### src/rtl/i2c_scl_timer_if.sv
// rtl/i2c_scl_timer_if.sv - control/status bundle between the I2C bit engine and the SCL timer
interface i2c_scl_timer_if #(
    parameter int DIV_WIDTH = 16
);
    logic                 enable;
    logic [DIV_WIDTH-1:0] div_quarter;
    logic                 stretch_en;
    logic                 scl_in;
    logic                 scl_out;
    logic                 tick_fall;
    logic                 tick_change;
    logic                 tick_rise;
    logic                 tick_sample;
    logic [1:0]           phase;
    logic                 busy;
    logic                 stretching;
    logic                 timeout_err;

    modport master (
        output enable, div_quarter, stretch_en, scl_in,
        input  scl_out, tick_fall, tick_change, tick_rise, tick_sample,
        input  phase, busy, stretching, timeout_err
    );

    modport slave (
        input  enable, div_quarter, stretch_en, scl_in,
        output scl_out, tick_fall, tick_change, tick_rise, tick_sample,
        output phase, busy, stretching, timeout_err
    );
endinterface

### src/rtl/i2c_scl_timer.sv
// rtl/i2c_scl_timer.sv - quarter-phase SCL timing generator with clock stretching and timeout
module i2c_scl_timer #(
    parameter int CLK_FREQ        = 50_000_000,
    parameter int I2C_FREQ        = 100_000,
    parameter int DIV_WIDTH       = 16,
    parameter int STRETCH_TIMEOUT = 50_000
) (
    input  logic           clk,
    input  logic           rst,
    i2c_scl_timer_if.slave bus
);
    localparam logic [DIV_WIDTH-1:0] Q0 = DIV_WIDTH'(CLK_FREQ / (4 * I2C_FREQ));
    localparam int SW = $clog2(STRETCH_TIMEOUT + 1);
    localparam logic [SW-1:0] STRETCH_LIMIT = SW'(STRETCH_TIMEOUT);

    typedef enum logic {
        S_IDLE = 1'b0,
        S_RUN  = 1'b1
    } state_t;

    state_t               state_q, state_d;
    logic [1:0]           phase_q, phase_d;
    logic [DIV_WIDTH-1:0] cnt_q, cnt_d;
    logic [DIV_WIDTH-1:0] qeff_q, qeff_d;
    logic [SW-1:0]        stretch_cnt_q, stretch_cnt_d;
    logic [3:0]           tick_q, tick_d;
    logic                 timeout_q, timeout_d;
    logic                 sync1_q, sync2_q;
    logic                 held;
    logic                 last;
    logic [DIV_WIDTH-1:0] qsel;

    // Slave holds the phase-2 count only while SCL is sensed low and stretching is honoured
    assign held = (state_q == S_RUN) && (phase_q == 2'd2) && bus.stretch_en && !sync2_q;
    assign last = (cnt_q == qeff_q - DIV_WIDTH'(1));
    assign qsel = (bus.div_quarter == '0) ? Q0 : bus.div_quarter;

    // Two-flop synchroniser for the open-drain SCL line; idles released
    always_ff @(posedge clk) begin
        if (rst) begin
            sync1_q <= 1'b1;
            sync2_q <= 1'b1;
        end else begin
            sync1_q <= bus.scl_in;
            sync2_q <= sync1_q;
        end
    end

    // State, counters and registered ticks
    always_ff @(posedge clk) begin
        if (rst) begin
            state_q       <= S_IDLE;
            phase_q       <= 2'd3;
            cnt_q         <= '0;
            qeff_q        <= '0;
            stretch_cnt_q <= '0;
            tick_q        <= '0;
            timeout_q     <= 1'b0;
        end else begin
            state_q       <= state_d;
            phase_q       <= phase_d;
            cnt_q         <= cnt_d;
            qeff_q        <= qeff_d;
            stretch_cnt_q <= stretch_cnt_d;
            tick_q        <= tick_d;
            timeout_q     <= timeout_d;
        end
    end

    // Next-state: quarter counting, period restart or graceful stop, stretch hold and timeout
    always_comb begin
        state_d       = state_q;
        phase_d       = phase_q;
        cnt_d         = cnt_q;
        qeff_d        = qeff_q;
        stretch_cnt_d = stretch_cnt_q;
        tick_d        = '0;
        timeout_d     = timeout_q;
        case (state_q)
            S_IDLE: begin
                phase_d = 2'd3;
                cnt_d   = '0;
                if (bus.enable) begin
                    qeff_d    = qsel;
                    timeout_d = 1'b0;
                    state_d   = S_RUN;
                    phase_d   = 2'd0;
                    tick_d    = 4'b0001;
                end
            end
            S_RUN: begin
                if (held) begin
                    if (stretch_cnt_q == STRETCH_LIMIT) begin
                        timeout_d     = 1'b1;
                        state_d       = S_IDLE;
                        phase_d       = 2'd3;
                        cnt_d         = '0;
                        stretch_cnt_d = '0;
                    end else begin
                        stretch_cnt_d = stretch_cnt_q + SW'(1);
                    end
                end else if (last) begin
                    cnt_d = '0;
                    if (phase_q == 2'd3) begin
                        if (bus.enable) begin
                            qeff_d  = qsel;
                            phase_d = 2'd0;
                            tick_d  = 4'b0001;
                        end else begin
                            state_d = S_IDLE;
                        end
                    end else begin
                        phase_d = phase_q + 2'd1;
                        tick_d  = 4'b0001 << phase_d;
                        if (phase_d == 2'd2) begin
                            stretch_cnt_d = '0;
                        end
                    end
                end else begin
                    cnt_d = cnt_q + DIV_WIDTH'(1);
                end
            end
            default: state_d = S_IDLE;
        endcase
    end

    // SCL is released exactly in the two high quarters; idle reads phase 3 so SCL stays high
    assign bus.scl_out     = phase_q[1];
    assign bus.tick_fall   = tick_q[0];
    assign bus.tick_change = tick_q[1];
    assign bus.tick_rise   = tick_q[2];
    assign bus.tick_sample = tick_q[3];
    assign bus.phase       = phase_q;
    assign bus.busy        = (state_q == S_RUN);
    assign bus.stretching  = held;
    assign bus.timeout_err = timeout_q;
endmodule

### src/flat_wrapper.sv
// flat-port wrapper written by rule: the top's interface ports become plain ports
module i2c_scl_timer_flat 
#(
    parameter int CLK_FREQ        = 50_000_000,
    parameter int I2C_FREQ        = 100_000,
    parameter int DIV_WIDTH       = 16,
    parameter int STRETCH_TIMEOUT = 50_000
)
  (clk, rst, bus_enable, bus_div_quarter, bus_stretch_en, bus_scl_in, bus_scl_out, bus_tick_fall, bus_tick_change, bus_tick_rise, bus_tick_sample, bus_phase, bus_busy, bus_stretching, bus_timeout_err);
  i2c_scl_timer_if #(.DIV_WIDTH(DIV_WIDTH)) bus_i ();
  input  logic clk;
  input  logic rst;
  input wire logic [$bits(bus_i.enable)-1:0] bus_enable;
  input wire logic [$bits(bus_i.div_quarter)-1:0] bus_div_quarter;
  input wire logic [$bits(bus_i.stretch_en)-1:0] bus_stretch_en;
  input wire logic [$bits(bus_i.scl_in)-1:0] bus_scl_in;
  output wire logic [$bits(bus_i.scl_out)-1:0] bus_scl_out;
  output wire logic [$bits(bus_i.tick_fall)-1:0] bus_tick_fall;
  output wire logic [$bits(bus_i.tick_change)-1:0] bus_tick_change;
  output wire logic [$bits(bus_i.tick_rise)-1:0] bus_tick_rise;
  output wire logic [$bits(bus_i.tick_sample)-1:0] bus_tick_sample;
  output wire logic [$bits(bus_i.phase)-1:0] bus_phase;
  output wire logic [$bits(bus_i.busy)-1:0] bus_busy;
  output wire logic [$bits(bus_i.stretching)-1:0] bus_stretching;
  output wire logic [$bits(bus_i.timeout_err)-1:0] bus_timeout_err;
  assign bus_i.enable = bus_enable;
  assign bus_i.div_quarter = bus_div_quarter;
  assign bus_i.stretch_en = bus_stretch_en;
  assign bus_i.scl_in = bus_scl_in;
  assign bus_scl_out = bus_i.scl_out;
  assign bus_tick_fall = bus_i.tick_fall;
  assign bus_tick_change = bus_i.tick_change;
  assign bus_tick_rise = bus_i.tick_rise;
  assign bus_tick_sample = bus_i.tick_sample;
  assign bus_phase = bus_i.phase;
  assign bus_busy = bus_i.busy;
  assign bus_stretching = bus_i.stretching;
  assign bus_timeout_err = bus_i.timeout_err;
  i2c_scl_timer #(.CLK_FREQ(CLK_FREQ), .I2C_FREQ(I2C_FREQ), .DIV_WIDTH(DIV_WIDTH), .STRETCH_TIMEOUT(STRETCH_TIMEOUT)) u_core (.clk(clk), .rst(rst), .bus(bus_i));
endmodule
### config.mk
export PLATFORM = sky130hd
export DESIGN_NAME = i2c_scl_timer_flat
export DESIGN_NICKNAME = d
export VERILOG_FILES = /design/src/rtl/i2c_scl_timer_if.sv /design/src/rtl/i2c_scl_timer.sv /design/src/flat_wrapper.sv
export SDC_FILE = /design/constraint.sdc
export NUM_CORES = 1
export LEC_CHECK = 0
export ABC_CLOCK_PERIOD_IN_PS = 4400
export CAP_MARGIN = 20
export CORE_UTILIZATION = 40
export CTS_BUF_LIST = sky130_fd_sc_hd__clkbuf_4
export CTS_CLUSTER_DIAMETER = 30
export CTS_CLUSTER_SIZE = 14
export DETAILED_ROUTE_END_ITERATION = 10
export PLACE_DENSITY = 0.57
export SYNTH_ARGS = -nofsm -noshare
export SYNTH_HDL_FRONTEND = slang
export SYNTH_SLANG_ARGS = --single-unit
### constraint.sdc
create_clock -name clk -period 4.4 [get_ports clk]
set_input_delay 1.1 -clock clk [delete_from_list [all_inputs] [get_ports clk]]
set_output_delay 1.1 -clock clk [all_outputs]
set_load 0.01 [all_outputs]
==> results of run 1 <==
-- power by group through the flow --
stage | clock, mW | combinational (mW) | sequential [mW]
2_1_floorplan | 0 | 0.133 | 0.565
3_3_place_gp | 0 | 0.180 | 0.573
3_5_place_dp | 0 | 0.182 | 0.574
4_1_cts | 0.370 | 0.183 | 0.562
5_1_grt | 0.398 | 0.204 | 0.565
6_report | 0.358 | 0.182 | 0.561
-- sequential cells by signal, indices dropped and copies added (netlist names) --
signal,flops
u_core.stretch_cnt_q,16
u_core.tick_q,4
u_core.cnt_q,16
u_core.qeff_q,16
u_core.bus.phase,2
u_core.sync1_q,1
u_core.bus.busy,1
u_core.bus.timeout_err,1
u_core.sync2_q,1
-- per-layer routing --
layer  track usage, %  vias up  part of all wire (%)
met5                0        -                     0
met4            5.256        0                   1.2
met3            4.715        8                   4.2
met2            27.21       68                    42
met1            26.91     1349                    53
li1                 -     1494                     -
-- logic make-up (layout without fill, tap and decap cells) --
| logic type | after synthesis | count (layout) | share of synthesized area (%) |
|---|---|---|---|
| mux | 13 | 13 | 3.914 |
| xor+xnor | 37 | 37 | 9.653 |
| simple gates | 167 | 167 | 26.80 |
| buf+inv | 40 | 69 | 5.181 |
| fa+ha+maj | 10 | 10 | 3.727 |
| compound gates | 75 | 75 | 16.14 |
| flops | 58 | 58 | 34.59 |
-- final cells by class --
type	instances	area share (%)
multi-input cells	302	52.64
flip-flops and latches	58	30.23
repair buffers	34	8.599
well taps	105	3.420
clock buffers	10	1.954
inverters	20	1.954
clock inverters	5	1.205
-- Yosys cell counts, types with 2 or more instances --
library cell and instances:
nand4_1 11, xnor2_1 16, a32oi_1 2, nor2_1 49, o21ai_0 10, xor2_1 21, nand2b_1 5, mux2i_1 12
or2_2 4, buf_4 2, ha_1 10, o22a_1 3, a21bo_2 2, o41ai_1 4, o21ba_1 2, nor3_1 8
or4_1 6, inv_1 19, a211oi_1 2, nand3_1 14, a21oi_1 14, a311oi_1 7, a31oi_1 9, and2_1 3
and4_1 4, nand3b_1 2, o31ai_1 6, clkbuf_1 10, nand4b_1 2, nand2_1 20, buf_2 7, and3_1 9
or3_1 5, nor2b_1 9, nor4_1 8, dfxtp_1 58
-- worst paths after layout --
| path | end | slack [ns] | cells past startpoint |
|---|---|---|---|
| setup reg to reg | u_core.stretch_cnt_q[8] | 1.00 | 10 |
| hold / removal | u_core.sync2_q | 0.42 | 1 |
| hold reg to reg | u_core.sync2_q | 0.42 | 1 |
| setup / recovery | bus_stretching | 0.69 | 4 |
-- critical path: stages --
cell             delay, ns
clkdlybuf4s50_1       0.46
nand4b_1              0.22
clkinv_1              0.25
clkdlybuf4s50_1       0.57
-- through the flow --
| stage | worst slack, ns | instance area (um2) | instances |
|---|---|---|---|
| 4_1_cts | 0.6881 | 3841 | 534 |
| 3_5_place_dp | 0.7028 | 3720 | 519 |
| 6_report | 0.6906 | 3841 | 534 |
| 3_3_place_gp | 0.7402 | 3720 | 519 |
| 2_1_floorplan | 1.533 | 3357 | 400 |
| 5_1_grt | 0.5866 | 3841 | 534 |
==> impl_metrics.ini, run 1 <==
[floorplan]
dieArea_um2 = 8763
coreArea_um2 = 8175
rows = 33
die_x_um = 93.61
die_h_um = 93.61
io_pins = 31
start_util_pct = 41.06

[final_layout]
final_net_count = 456
fillCellCount = 820
regArea_um2 = 1161
antenna_cells = 0
multiInputGateArea_um2 = 2022
fin_util_pct = 46.99
final_cell_mix = 58 x dfxtp_1, 49 x nor2_1, 30 x clkdlybuf4s50_1
drive_above_1_share_pct = 6.527
synthToLayoutAreaGrowth_pct = 14.42
final_common_cell = dfxtp_1

[yosys]
synth_seq_cells = 58
synth_edf_count = 0
synth_cell_type_count = 61
syn-cell-area_um2 = 3357
synth_area_leaders = dfxtp_1 35%, nor2_1 5.5%, xor2_1 5.5%, xnor2_1 4.2%, ha_1 3.7%
syn_nets = 431
synth_top_flop_cell = dfxtp_1
syn_inst = 400
yosys_warnings = 0
synth_top_area_share_pct = 34.59
synth_top_cell_by_area = dfxtp_1
synthArstFlopShare_pct = 0
syn_avg_cell_area_um2 = 8.392
ys_seq_area_share_pct = 34.59

[cts]
cts_setup_buffers = 0
cts_made_buffers = 9
ctsHoldBuffers = 0
clk_pin_slew_ns = 0.09
clock_path_buffers = 2
cts_resized = 0
cts_tree = built
clockRootBuffer = clkbuf_4
cts_sinks = 58
clk_latency_ns = 0.40
htreeDepth = 3

[pwr]
p_seq_share_pct = 51.0
p_sw_share_pct = 27.86
power_mw = 1.101
ir_drop_v = 0.0001265
pwr-share-comb_pct = 16.5
p_sw_uw = 306.8
intPower_uw = 794.3
power.leakage_nw = 1.434
clkPwrFrac_pct = 32.5
powerDensity_nw_per_um2 = 286.7

[timing]
tns_ns = 0
rsz0062_at_grt = no
hold_ws_ns = 0.4202
drv_slew = 0
slew_headroom_pct = 54.08
final-hold-violation-count = 0
layout_min_cycle_time_ns = 3.709
worst_pin_slew_ns = 0.6873
fin_crit_sh_pct = 84.30
setup_violations = 0
worst_clock_skew_ns = 0.01594
max_freq_mhz = 269.6

[routing]
finalWirelength_um = 7365
drtPass1Iterations = 4
drcViolationCount = 0
drtIter0Drc = 174
vias = 2919
ant_nets = 0
viasPerCell = 5.466
drt-wirelength-per-cell_um = 13.79

[grt]
grt.total_usage_pct = 18.65
antenna_found_initial = 0
grt_remaining_overflow = 0
grt_start_max_net_pins = 24
grt_pass1_vias = 2705
grt_pass1_wl_um = 12850

[outcome]
status = finished clean

[worst_setup_path]
worstSetupPathType = primary input to output pin
cp-end-kind = output pin
critPathLaunch = bus_stretch_en
cp.arrival_ns = 2.61
r2r_start = u_core.qeff_q[0]
start_kind = primary input
path_max_fanout = 10
crit_required_ns = 3.30

[placed_design]
gp_congestion = 0.8243
io_buffers = 30
hpwl_um = 5492

[hold_path]
hp-class = flop to flop
hp-start = u_core.sync1_q

[flow_run]
maxCapViolCount = 0
Power figures use the tool's default switching activity.
==> run 2: changes to the inputs <==
ABC_CLOCK_PERIOD_IN_PS = 3600   (was 4400)
clock period = 3.6 ns   (was 4.4 ns; I/O delays follow)
==> run 2 against run 1 <==
Global-route usage up 0.18 points. Core utilization up 0.99 points. Highest routed layer unchanged. Register-to-register slack worse by 0.72 ns.
==> impl_metrics.ini, run 2 (synthesis results as in run 1) <==
[floorplan]
dieArea_um2 = 8763
coreArea_um2 = 8175
rows = 33
io_pins = 31
die_x_um = 93.61
die_h_um = 93.61
start_util_pct = 41.06

[cts]
cts_sinks = 58
cts_setup_buffers = 0
ctsHoldBuffers = 0
clock_path_buffers = 2
clockRootBuffer = clkbuf_4
cts_made_buffers = 9
clk_pin_slew_ns = 0.10
clk_latency_ns = 0.40
cts_tree = built
htreeDepth = 3
cts_resized = 0

[routing]
drcViolationCount = 0
ant_nets = 0
drtIter0Drc = 132
drt-wirelength-per-cell_um = 14.05
vias = 2901
drtPass1Iterations = 4
finalWirelength_um = 7599
viasPerCell = 5.362

[timing]
fin_crit_sh_pct = 92.34
layout_min_cycle_time_ns = 3.324
hold_ws_ns = 0.4244
rsz0062_at_grt = no
worst_clock_skew_ns = 0.01529
setup_violations = 0
max_freq_mhz = 300.8
drv_slew = 0
worst_pin_slew_ns = 0.8972
tns_ns = 0
slew_headroom_pct = 39.41
final-hold-violation-count = 0

[final_layout]
final_common_cell = dfxtp_1
final_net_count = 463
drive_above_1_share_pct = 8.257
synthToLayoutAreaGrowth_pct = 16.85
antenna_cells = 0
reg_top3 = u_core.cnt_q x16, u_core.qeff_q x16, u_core.stretch_cnt_q x16
final_cells = 541
final_cell_mix = 58 x dfxtp_1, 49 x nor2_1, 30 x clkdlybuf4s50_1

[placed_design]
placedCellCount = 526
hpwl_um = 5718
io_buffers = 30
gp_congestion = 0.8783

[worst_setup_path]
path_max_fanout = 13
slowest_delay_ns = 0.53
worstPathCellList = inv_1 > ha_1 > or3b_2 > xnor2_1 > o41ai_1 > a31oi_1 > or3_1 > o22a_1 > or4_1 > a21oi_1
cp.arrival_ns = 3.64
crit_required_ns = 3.92
start_kind = flop
worstSetupPathType = flop to flop
crit_slowest_cell = or3b_2
cp-end-kind = flop
rrSetupSlack_ns = 0.28

[grt]
antenna_found_initial = 0
grt.total_usage_pct = 18.83
grt_pass1_wl_um = 12860
grt_remaining_overflow = 0
grt_pass1_vias = 2648
grt_start_max_net_pins = 24

[hold_path]
hp-class = flop to flop

[pwr]
ir_drop_v = 0.0002056
power.leakage_nw = 1.483
power_mw = 1.448
powerDensity_nw_per_um2 = 369.1

[outcome]
status = finished clean

[flow_run]
maxCapViolCount = 0
run 2: cell count changes in the layout (fill, tap and decap cells not counted):
cell	delta
buf_4	+7
bufinv_16	+1
clkbuf_4	+1
clkinv_1	-1
clkinv_2	-1
run 2: layer usage:
layer,up-vias,share of wire (%),routed length [um],track usage [%]
li1,1510,-,-,-
met1,1343,55,4182,27.99
met2,40,41,3140,27.08
met3,8,2.3,177,3.902
met4,0,1.3,99,5.385
met5,-,0,0,0
run 2: per-stage QoR:
step	util, %	setup slack (ns)	area, um2
final	47.98	0.2758	3923
after global routing	47.98	0.05313	3923
after CTS	47.98	0.2917	3923
after detailed placement	46.14	0.2811	3772
after global placement	46.14	0.3841	3772
after floorplan	-	0.7333	3357
run 2: final timing paths:
| check | cells after the start | start | end |
|---|---|---|---|
| worst max-delay path | 10 | u_core.qeff_q[0] | u_core.stretch_cnt_q[15] |
| worst min-delay path | 1 | u_core.sync1_q | u_core.sync2_q |
| worst max register to register | 10 | u_core.qeff_q[0] | u_core.stretch_cnt_q[15] |
| worst min register to register | 1 | u_core.sync1_q | u_core.sync2_q |
run 2: final cells by class:
cell class	count	area, um2
Sequential cell	58	1161
Inverter	20	75.07
Clock inverter	4	67.56
Multi-Input combinational cell	302	2022
Tap cell	105	131.4
Clock buffer	11	82.58
Fill cell	811	4253
Timing Repair Buffer	41	382.9
run 2: report_power, final:
| group | switching (mW) | total, mW | internal, mW | leakage (nW) |
|---|---|---|---|---|
| sequential | 0.0248 | 0.684 | 0.659 | 0.472 |
| clock | 0.236 | 0.526 | 0.290 | 0.0820 |
| combinational | 0.126 | 0.238 | 0.112 | 0.929 |
run 2: critical path: cells and delay by family (launching register included):
family	cells	cell delay (ns)
and+or+nand+nor	3	1.46
xor gates and xnor gates	1	0.15
DFF	1	0.36
adders and majority gates	1	0.20
buffers and inverters	1	0.07
AOI/OAI and AO/OA	4	0.99
==> run 3: changes to the inputs <==
SLEW_MARGIN = 20   (was not set)
==> results of run 3 <==
Final layout, timing and power as in run 2 (identical DEF).
